### config.mk
export PLATFORM = sky130hd
export DESIGN_NAME = lcd_bus_writer_flat
export DESIGN_NICKNAME = d
export VERILOG_FILES = /design/src/rtl/lcd_bus_writer_pkg.sv /design/src/rtl/lcd_bus_writer_if.sv /design/src/rtl/lcd_bus_writer_cycle_timer.sv /design/src/rtl/lcd_bus_writer.sv /design/src/flat_wrapper.sv
export SDC_FILE = /design/constraint.sdc
export NUM_CORES = 1
export LEC_CHECK = 0
export CORE_MARGIN = 2
export CORE_UTILIZATION = 35
export CTS_CLUSTER_DIAMETER = 100
export CTS_CLUSTER_SIZE = 25
export DETAILED_ROUTE_END_ITERATION = 6
export HOLD_SLACK_MARGIN = 0.15
export PLACE_DENSITY = 0.61
export SETUP_SLACK_MARGIN = 0.4
export SKIP_LAST_GASP = 1
export SLEW_MARGIN = 20
export SYNTH_ARGS = -nofsm -noshare
export SYNTH_HDL_FRONTEND = slang
export SYNTH_HIERARCHICAL = 1
export SYNTH_SLANG_ARGS = --single-unit
### constraint.sdc
create_clock -name clock -period 3.1 [get_ports clock]
set_input_delay 0.62 -clock clock [delete_from_list [all_inputs] [get_ports clock]]
set_output_delay 0.62 -clock clock [all_outputs]
set_load 0.01 [all_outputs]
### src/rtl/lcd_bus_writer_pkg.sv
// Shared state encoding and ILI9341 command opcodes for the LCD write path.
// The upstream vma412 sequencer uses the command constants to build its init and pixel streams.
package lcd_pkg;

  typedef enum logic [2:0] {
    RST_LOW  = 3'd0,
    RST_WAIT = 3'd1,
    IDLE     = 3'd2,
    SETUP    = 3'd3,
    WR_LOW   = 3'd4,
    WR_HIGH  = 3'd5
  } lcd_state_t;

  localparam logic [7:0] CMD_SWRESET = 8'h01;
  localparam logic [7:0] CMD_SLPOUT  = 8'h11;
  localparam logic [7:0] CMD_DISPON  = 8'h29;
  localparam logic [7:0] CMD_CASET   = 8'h2A;
  localparam logic [7:0] CMD_PASET   = 8'h2B;
  localparam logic [7:0] CMD_RAMWR   = 8'h2C;
  localparam logic [7:0] CMD_MADCTL  = 8'h36;
  localparam logic [7:0] CMD_COLMOD  = 8'h3A;

  function automatic int max_of(input int a, input int b);
    return (a > b) ? a : b;
  endfunction

endpackage

### src/rtl/lcd_bus_writer_if.sv
// Byte handshake between the command/pixel sequencer (master) and the bus write engine (slave).
// in_dc selects command (0) or parameter/pixel data (1).
interface lcd_bus_writer_if;
  logic       in_valid;
  logic       in_ready;
  logic [7:0] in_byte;
  logic       in_dc;

  modport master (output in_valid, output in_byte, output in_dc, input in_ready);
  modport slave  (input in_valid, input in_byte, input in_dc, output in_ready);
endinterface

### src/rtl/lcd_bus_writer_cycle_timer.sv
// Loadable down-counter shared by the reset, strobe and chip-select idle phases.
// Latency: done is high while the count is zero; a load takes effect on the next edge.
// Backpressure: none, the owning FSM decides when to load.
module lcd_cycle_timer #(
  parameter int             W    = 8,
  parameter logic [W-1:0]   INIT = '0
) (
  input  logic         clock,
  input  logic         reset,
  input  logic         load,
  input  logic [W-1:0] load_val,
  output logic         done
);

  logic [W-1:0] count;

  always_ff @(posedge clock or negedge reset) begin
    if (!reset) begin
      count <= INIT;
    end else if (load) begin
      count <= load_val;
    end else if (count != '0) begin
      count <= count - W'(1);
    end
  end

  assign done = (count == '0);

endmodule

### src/rtl/lcd_bus_writer.sv
// 8080-style 8-bit write engine for the ILI9341 panel; LCD_HWRESET_EN adds the resx power-up sequence.
// Latency: wrx falls 1 clock after accept and rises WR_LOW_CYCLES later; one byte per 1+WR_LOW+WR_HIGH clocks.
// Backpressure: in_ready depends only on state/timer, high in IDLE and on the last WR_HIGH clock.
module lcd_bus_writer
  import lcd_pkg::*;
#(
  parameter int WR_LOW_CYCLES    = 2,
  parameter int WR_HIGH_CYCLES   = 2,
  parameter int RESX_LOW_CYCLES  = 500,
  parameter int RESX_WAIT_CYCLES = 6000000,
  parameter int CS_IDLE_CYCLES   = 4
) (
  input  logic             clock,
  input  logic             reset,
  lcd_bus_writer_if.slave  up,
  output logic             busy,
  output logic [7:0]       data,
  output logic             csx,
  output logic             resx,
  output logic             dcx,
  output logic             wrx,
  output logic             rdx
);

  localparam int MAXV = max_of(max_of(max_of(WR_LOW_CYCLES, WR_HIGH_CYCLES),
                                      max_of(RESX_LOW_CYCLES, RESX_WAIT_CYCLES)),
                               CS_IDLE_CYCLES);
  localparam int W = $clog2(MAXV + 1);

  localparam logic [W-1:0] WRL_LD = W'(WR_LOW_CYCLES - 1);
  localparam logic [W-1:0] WRH_LD = W'(WR_HIGH_CYCLES - 1);
  localparam logic [W-1:0] RSL_LD = W'(RESX_LOW_CYCLES - 1);
  localparam logic [W-1:0] RSW_LD = W'(RESX_WAIT_CYCLES - 1);
  localparam logic [W-1:0] CSI_LD = (CS_IDLE_CYCLES > 0) ? W'(CS_IDLE_CYCLES - 1) : '0;

`ifdef LCD_HWRESET_EN
  localparam lcd_state_t   INIT_STATE = RST_LOW;
  localparam logic [W-1:0] TMR_INIT   = RSL_LD;
`else
  localparam lcd_state_t   INIT_STATE = IDLE;
  localparam logic [W-1:0] TMR_INIT   = '0;
`endif

  lcd_state_t   state;
  logic         tmr_load;
  logic [W-1:0] tmr_val;
  logic         tmr_done;
  logic         xfer;

  lcd_cycle_timer #(.W(W), .INIT(TMR_INIT)) u_timer (
    .clock    (clock),
    .reset    (reset),
    .load     (tmr_load),
    .load_val (tmr_val),
    .done     (tmr_done)
  );

  assign up.in_ready = (state == IDLE) || ((state == WR_HIGH) && tmr_done);
  assign xfer        = up.in_valid && up.in_ready;
  assign busy        = (state != IDLE);
  assign rdx         = 1'b1;

  // The timer also measures the post-write idle gap that releases csx.
  always_comb begin
    tmr_load = 1'b0;
    tmr_val  = '0;
    case (state)
      RST_LOW:  if (tmr_done) begin tmr_load = 1'b1; tmr_val = RSW_LD; end
      SETUP:    begin tmr_load = 1'b1; tmr_val = WRL_LD; end
      WR_LOW:   if (tmr_done) begin tmr_load = 1'b1; tmr_val = WRH_LD; end
      WR_HIGH:  if (tmr_done && !up.in_valid) begin tmr_load = 1'b1; tmr_val = CSI_LD; end
      default:  ;
    endcase
  end

  always_ff @(posedge clock or negedge reset) begin
    if (!reset) begin
      state <= INIT_STATE;
      data  <= 8'h00;
      csx   <= 1'b1;
      dcx   <= 1'b1;
      wrx   <= 1'b1;
`ifdef LCD_HWRESET_EN
      resx  <= 1'b0;
`endif
    end else begin
      case (state)
`ifdef LCD_HWRESET_EN
        RST_LOW: if (tmr_done) begin
          state <= RST_WAIT;
          resx  <= 1'b1;
        end
        RST_WAIT: if (tmr_done) state <= IDLE;
`endif
        IDLE: begin
          if (xfer) begin
            state <= SETUP;
            data  <= up.in_byte;
            dcx   <= up.in_dc;
            csx   <= 1'b0;
          end else if (!csx && tmr_done && (CS_IDLE_CYCLES != 0)) begin
            csx <= 1'b1;
          end
        end
        SETUP: begin
          state <= WR_LOW;
          wrx   <= 1'b0;
        end
        WR_LOW: if (tmr_done) begin
          state <= WR_HIGH;
          wrx   <= 1'b1;
        end
        WR_HIGH: if (tmr_done) begin
          if (xfer) begin
            state <= SETUP;
            data  <= up.in_byte;
            dcx   <= up.in_dc;
            csx   <= 1'b0;
          end else begin
            state <= IDLE;
          end
        end
        default: state <= IDLE;
      endcase
    end
  end

`ifndef LCD_HWRESET_EN
  assign resx = 1'b1;
`endif

endmodule

### src/flat_wrapper.sv
// flat-port wrapper written by rule: the top's interface ports become plain ports
module lcd_bus_writer_flat import lcd_pkg::*;
#(
  parameter int WR_LOW_CYCLES    = 2,
  parameter int WR_HIGH_CYCLES   = 2,
  parameter int RESX_LOW_CYCLES  = 500,
  parameter int RESX_WAIT_CYCLES = 6000000,
  parameter int CS_IDLE_CYCLES   = 4
)
  (clock, reset, busy, data, csx, resx, dcx, wrx, rdx, up_in_valid, up_in_byte, up_in_dc, up_in_ready);
  lcd_bus_writer_if up_i ();
  input  logic clock;
  input  logic reset;
  output logic busy;
  output logic [7:0] data;
  output logic csx;
  output logic resx;
  output logic dcx;
  output logic wrx;
  output logic rdx;
  input wire logic [$bits(up_i.in_valid)-1:0] up_in_valid;
  input wire logic [$bits(up_i.in_byte)-1:0] up_in_byte;
  input wire logic [$bits(up_i.in_dc)-1:0] up_in_dc;
  output wire logic [$bits(up_i.in_ready)-1:0] up_in_ready;
  assign up_i.in_valid = up_in_valid;
  assign up_i.in_byte = up_in_byte;
  assign up_i.in_dc = up_in_dc;
  assign up_in_ready = up_i.in_ready;
  lcd_bus_writer #(.WR_LOW_CYCLES(WR_LOW_CYCLES), .WR_HIGH_CYCLES(WR_HIGH_CYCLES), .RESX_LOW_CYCLES(RESX_LOW_CYCLES), .RESX_WAIT_CYCLES(RESX_WAIT_CYCLES), .CS_IDLE_CYCLES(CS_IDLE_CYCLES)) u_core (.clock(clock), .reset(reset), .up(up_i), .busy(busy), .data(data), .csx(csx), .resx(resx), .dcx(dcx), .wrx(wrx), .rdx(rdx));
endmodule
==> impl_metrics.yaml, run 1 <==
synthesis:
  yosys_most_used_dff: "dfrtp_1"
  synth_top_area_cell: "dfrtp_1"
  syn_inst: 194
  async_reset_ff_share_pct: 100
  ys_seq_area_share_pct: 46.7
  synth_edf_count: 0
  syn_area_um2: 1990
  netlist-cell-type-count: 46
  synth_top_area_share_pct: 41.5
  synth_area_per_cell_um2: 10.3
  synth.ff_latch_count: 37
  ys_warn_count: 6
  synthTopCellsByArea: "dfrtp_1 41%, xnor2_1 7.0%, mux2_2 5.7%, dfstp_2 5.3%, nand2_1 5.3%"
global_route:
  grt_pass1_vias: 1421
  overflow: 0
  grt_use_total_pct: 13.1
  grt_max_degree: 38
  antenna_found_initial: 0
  grt_pass1_wl_um: 6560
finish:
  regArea_um2: 932
  layout_commonest_cell: "dfrtp_1"
  design_area_um2: 2520
  drive_above_1_share_pct: 23.2
  diodes: 0
  synthToLayoutAreaGrowth_pct: 26.5
  final_cell_mix: "32 x dfrtp_1, 28 x nand2_1, 22 x clkdlybuf4s50_1, 16 x xnor2_1, 15 x o21ai_0"
  fin_nets: 249
  layout.cells.non_filler: 309
  n_fill_cell: 528
  multi_input_area_um2: 1050
clock_tree:
  cts.sinks: 37
  cts_buffers: 5
  htreeDepth: 2
  cts_hold_buf: 0
  clockBufferDepth: 2
  cts-root-buf: "clkbuf_8"
  clk_pin_slew_worst_paths_ns: 0.08
  cts_tree: "done"
  clk_latency_ns: 0.28
route:
  dr_total_vias: 1498
  drt-initial-drc-count: 81
  dr.max_layer_used: "met4"
  antenna_left: 0
  vias_per_cell: 4.85
  dr.pass1.iters: 4
  wl_met3_um: 144
  drc: 0
  routed-wl-met2_um: 1750
  wl_met1_um: 1850
  wl_per_cell_um: 12.2
  drt_wl_total_um: 3760
timing:
  rsz0062_at_grt: "true"
  worst_slew_pin_slew_ns: 0.828
  fin_tns_setup_ns: 0
  setup-violations-final: 0
  fmax_ghz: 0.372
  drv_slew: 0
  finalCritPeriodShare_pct: 86.8
  slew_headroom_pct: 44.8
  period_needed_ns: 2.69
  fin_worst_skew_ns: 0.00361
  timing_hold_violations_final: 0
critical_path:
  crit_fanout: 4
  end_kind: "primary output"
  worst-setup-path-type: "reg -> out"
  start_kind: "flip-flop"
  cp_data_required_time_ns: 2.48
  critPathArrivalTime_ns: 2.07
placed_design:
  io_buffers: 24
  gp_congestion: 0.817
  hpwl_um: 2580
  placed_cells: 294
  place_area_um2: 2360
flow_run:
  maxCapViolations: 0
power_and_ir_drop:
  p_clk_share_pct: 14.2
  p_sw_share_pct: 38.2
  vdd_drop_max_mv: 0.480
  p_int_mw: 1.47
  powerDensity_nw_per_um2: 943
  power_frac_comb_pct: 47.8
  p_seq_share_pct: 38.0
  p_switching_mw: 0.906
  power.leakage_nw: 0.980
floorplan:
  dieArea_um2: 6310
  row_count: 27
  core_area_um2: 5510
  fp.dieW_um: 79.4
  start_util_pct: 36.2
  die_y_um: 79.4
  io_pins: 27
worst_hold_path:
  hp-class: "in -> async"
run_status:
  status: "complete, no violations"
area by class of cell:
| class | count | share of cell area, % |
|---|---|---|
| Sequential cell | 37 | 37.0 |
| Clock buffer | 5 | 2.73 |
| Clock inverter | 3 | 0.894 |
| Inverter | 4 | 0.596 |
| Tap cell | 72 | 3.57 |
| Timing Repair Buffer | 38 | 13.7 |
| Multi-Input combinational cell | 150 | 41.5 |
per-layer routing:
metal	global-route usage, %	vias to the layer above
li1	-	746
met1	18.5	726
met2	19.8	24
met3	3.73	2
met4	3.45	0
met5	0	-
repair_timing:
| action | CTS | global route |
|---|---|---|
| pin swaps | 4 | 3 |
| setup buffers | 4 | 3 |
| resized for setup | 8 | 1 |
| cloned | 0 | 0 |
| endpoints found under the setup margin | 1 | 7 |
registers in the layout (all words and copies together), names as in the netlist:
register and cells:
u_core/dcx 1, u_core/u_timer/count 23, u_core/data 8, u_core/wrx 1, u_core/state 3, u_core/csx 1
power by group through the flow:
stage / Combinational, mW / Sequential, mW / Clock [mW]
after global routing: 1.26 / 0.934 / 0.373
after floorplan: 0.745 / 0.887 / 0
after global placement: 1.07 / 0.907 / 0
final: 1.14 / 0.902 / 0.338
after detailed placement: 1.08 / 0.907 / 0
after CTS: 1.12 / 0.904 / 0.350
stage by stage:
step / setup slack [ns] / power, mW / util [%] / hold slack, ns
6_report: 0.409 / 2.38 / 45.8 / 0.433
5_1_grt: 0.287 / 2.57 / 45.8 / 0.508
3_3_place_gp: 0.202 / 1.97 / 42.8 / 0.488
3_5_place_dp: 0.196 / 1.99 / 42.8 / 0.493
2_1_floorplan: 0.579 / 1.63 / - / 0.324
4_1_cts: 0.340 / 2.37 / 45.3 / 0.468
kinds of logic (layout without fill, tap and decap cells):
| group | Yosys count | in the layout | share of synthesized area [%] |
|---|---|---|---|
| other cells | 2 | 9 | 0.377 |
| simple gates | 71 | 71 | 21.2 |
| mux | 11 | 11 | 6.16 |
| compound gates | 38 | 38 | 12.6 |
| buf+inv | 14 | 50 | 3.52 |
| fa+ha+maj | 1 | 1 | 0.628 |
| flops | 37 | 37 | 46.7 |
| xor+xnor | 20 | 20 | 8.79 |
critical path: stages, from the launching register on:
cell     delay (ns)
dfrtp_2        0.45
nor4_4         0.38
nand4_4        0.14
nor4_4         0.31
and4b_4        0.29
or2_2          0.12
buf_6          0.09
final timing paths:
check,from,end,slack [ns],cells past startpoint
worst max-delay path,u_core/u_timer/count[13]$_DFFE_PN0P_,up_in_ready,0.41,6
min in group clock,u_core/data[4]$_DFFE_PN0P_,u_core/data[4]$_DFFE_PN0P_,0.51,1
worst min register to register,u_core/data[4]$_DFFE_PN0P_,u_core/data[4]$_DFFE_PN0P_,0.51,1
worst max register to register,u_core/u_timer/count[13]$_DFFE_PN0P_,u_core/u_timer/count[6]$_DFFE_PN0P_,0.60,10
worst min-delay path,reset,u_core/u_timer/count[11]$_DFFE_PN0P_,0.43,1
max in group asynchronous,reset,u_core/u_timer/count[13]$_DFFE_PN0P_,2.10,1
synthesized netlist by cell type, types with 2 or more instances:
cell type	number
xor2_1	4
nand2_1	28
nor2_1	11
dfrtp_1	33
clkbuf_1	5
inv_1	4
dfstp_2	4
buf_2	2
nand4_1	2
o31ai_1	7
a21oi_1	2
nor2b_1	2
mux2_2	10
o21ai_0	15
buf_4	2
nor4_1	5
o21a_1	3
or2_2	3
conb_1	2
nand2b_1	3
nor3_1	5
xnor2_1	16
nor4_4	2
o22ai_1	2
(Power assumes the default switching activity.)
==> run 2, diff against run 1 <==
--- a/config.mk
+++ b/config.mk
@@ -11,7 +11,8 @@
 export CTS_CLUSTER_SIZE = 25
 export DETAILED_ROUTE_END_ITERATION = 6
 export HOLD_SLACK_MARGIN = 0.15
-export PLACE_DENSITY = 0.61
+export PLACE_DENSITY = 0.59
+export RECOVER_POWER = 25
 export SETUP_SLACK_MARGIN = 0.4
 export SKIP_LAST_GASP = 1
 export SLEW_MARGIN = 20
==> constraint.sdc (replaced) <==
create_clock -name clock -period 2.7 [get_ports clock]
set_input_delay 0.54 -clock clock [delete_from_list [all_inputs] [get_ports clock]]
set_output_delay 0.54 -clock clock [all_outputs]
set_load 0.01 [all_outputs]
==> impl_metrics.yaml, run 2 (synthesized netlist as in run 1, its figures left out) <==
critical_path:
  cp_data_required_time_ns: 2.16
  rr_worst_depth: 8
  critPathArrivalTime_ns: 1.97
  crit_fanout: 2
  end_kind: "primary output"
  worst-setup-path-type: "reg -> out"
  start_kind: "flip-flop"
route:
  wl_per_cell_um: 12.5
  drt-initial-drc-count: 55
  vias_per_cell: 4.79
  dr_total_vias: 1541
  drc: 0
  dr.pass1.iters: 4
  drt_wl_total_um: 4010
  antenna_left: 0
finish:
  synthToLayoutAreaGrowth_pct: 35.7
  drive_above_1_share_pct: 28.4
  largestRegisters: "u_core/u_timer/count x23, u_core/data x8, u_core/state x3"
  largest_register: "u_core/u_timer/count"
  final_cell_mix: "32 x dfrtp_1, 28 x nand2_1, 25 x buf_4, 22 x clkdlybuf4s50_1, 16 x xnor2_1"
  largest_register_ffs: 23
  design_area_um2: 2700
  fin_nets: 262
  diodes: 0
  layout_commonest_cell: "dfrtp_1"
clock_tree:
  cts.sinks: 37
  cts_hold_buf: 0
  clockBufferDepth: 2
  clk_latency_ns: 0.29
  htreeDepth: 2
  cts_tree: "done"
  clk_pin_slew_worst_paths_ns: 0.07
  cts_buffers: 5
  cts-root-buf: "clkbuf_8"
power_and_ir_drop:
  powerDensity_nw_per_um2: 1140
  p_sw_share_pct: 35.2
  power.leakage_nw: 1.09
  p_clk_share_pct: 18.6
  vdd_drop_max_mv: 0.546
  p_switching_mw: 1.09
  power_frac_comb_pct: 48.4
  p_seq_share_pct: 33.0
  p_int_mw: 2.01
floorplan:
  row_count: 27
  io_pins: 27
  fp.dieW_um: 79.4
  start_util_pct: 36.2
  dieArea_um2: 6310
  die_y_um: 79.4
  core_area_um2: 5510
placed_design:
  gp_congestion: 0.751
  place_area_um2: 2480
  hpwl_um: 2670
  io_buffers: 24
timing:
  fin_worst_skew_ns: 0.00528
  slew_headroom_pct: 44.2
  period_needed_ns: 2.51
  rsz0062_at_grt: "true"
  worst_slew_pin_slew_ns: 0.838
  drv_slew: 0
  fmax_ghz: 0.398
  fin_tns_setup_ns: 0
  setup-violations-final: 0
  timing_hold_violations_final: 0
  finalCritPeriodShare_pct: 93.0
global_route:
  grt_use_total_pct: 14.6
  overflow: 0
  grt_pass1_wl_um: 7180
  antenna_found_initial: 0
  grt_pass1_vias: 1657
  grt_max_degree: 38
worst_hold_path:
  hp-class: "in -> async"
run_status:
  status: "complete, no violations"
flow_run:
  maxCapViolations: 0
[run 2: worst paths after layout]
kind / to / slack [ns] / startpoint
min: u_core/u_timer/count[14]$_DFFE_PN0P_ / 0.35 / reset
max reg2reg: u_core/u_timer/count[1]$_DFFE_PN0P_ / 0.49 / u_core/u_timer/count[12]$_DFFE_PN0P_
min in group clock: u_core/data[0]$_DFFE_PN0P_ / 0.51 / u_core/data[0]$_DFFE_PN0P_
max in group asynchronous: u_core/u_timer/count[13]$_DFFE_PN0P_ / 1.78 / reset
max: up_in_ready / 0.19 / u_core/u_timer/count[12]$_DFFE_PN0P_
min reg2reg: u_core/data[0]$_DFFE_PN0P_ / 0.51 / u_core/data[0]$_DFFE_PN0P_
[run 2: what timing repair did]
item                       in CTS  in global routing
gates resized for setup         8                  6
setup buffers                   6                  0
pin swaps                       5                  3
setup endpoints to repair      21                 20
[run 2: power groups by stage]
| stage | Clock (mW) | Sequential [mW] | Combinational (mW) |
|---|---|---|---|
| floorplan | 0 | 1.02 | 0.890 |
| global placement | 0 | 1.02 | 1.38 |
| detailed placement | 0 | 1.03 | 1.39 |
| CTS | 0.595 | 1.02 | 1.47 |
| global route | 0.618 | 1.06 | 1.66 |
| finish | 0.574 | 1.02 | 1.50 |
[run 2: layout make-up]
| cell class | count | area (µm²) |
|---|---|---|
| Fill cell | 527 | 2800 |
| Multi-Input combinational cell | 150 | 1080 |
| Sequential cell | 37 | 932 |
| Timing Repair Buffer | 51 | 447 |
| Tap cell | 72 | 90.1 |
| Clock buffer | 5 | 68.8 |
| Clock inverter | 3 | 65.1 |
| Inverter | 4 | 15.0 |
[run 2: worst max-delay path: stages (launching register included)]
cell and delay (ns):
dfrtp_1 0.41, nor4_4 0.36, nand4_4 0.15, nor4_4 0.31, and4b_4 0.27, or2_4 0.11, buf_6 0.09
[run 2: per-stage QoR]
| stage | setup WS, ns | instances | util [%] | power (mW) | hold WS, ns |
|---|---|---|---|---|---|
| after floorplan | 0.351 | 201 | - | 1.91 | 0.244 |
| after global placement | -0.00543 | 308 | 45.0 | 2.41 | 0.488 |
| after detailed placement | -0.00801 | 308 | 45.0 | 2.41 | 0.496 |
| after CTS | 0.136 | 322 | 48.5 | 3.08 | 0.383 |
| after global routing | 0.101 | 322 | 49.1 | 3.33 | 0.437 |
| final | 0.189 | 322 | 49.1 | 3.09 | 0.351 |
[run 2: routing by layer]
metal  global-route usage, %  share of wire [%]  vias to the layer above
li1                        -                  -                      772
met1                    18.3                 48                      740
met2                    24.3                 47                       25
met3                    4.30                4.2                        4
met4                    4.66               0.90                        0
met5                       0                  0                        -
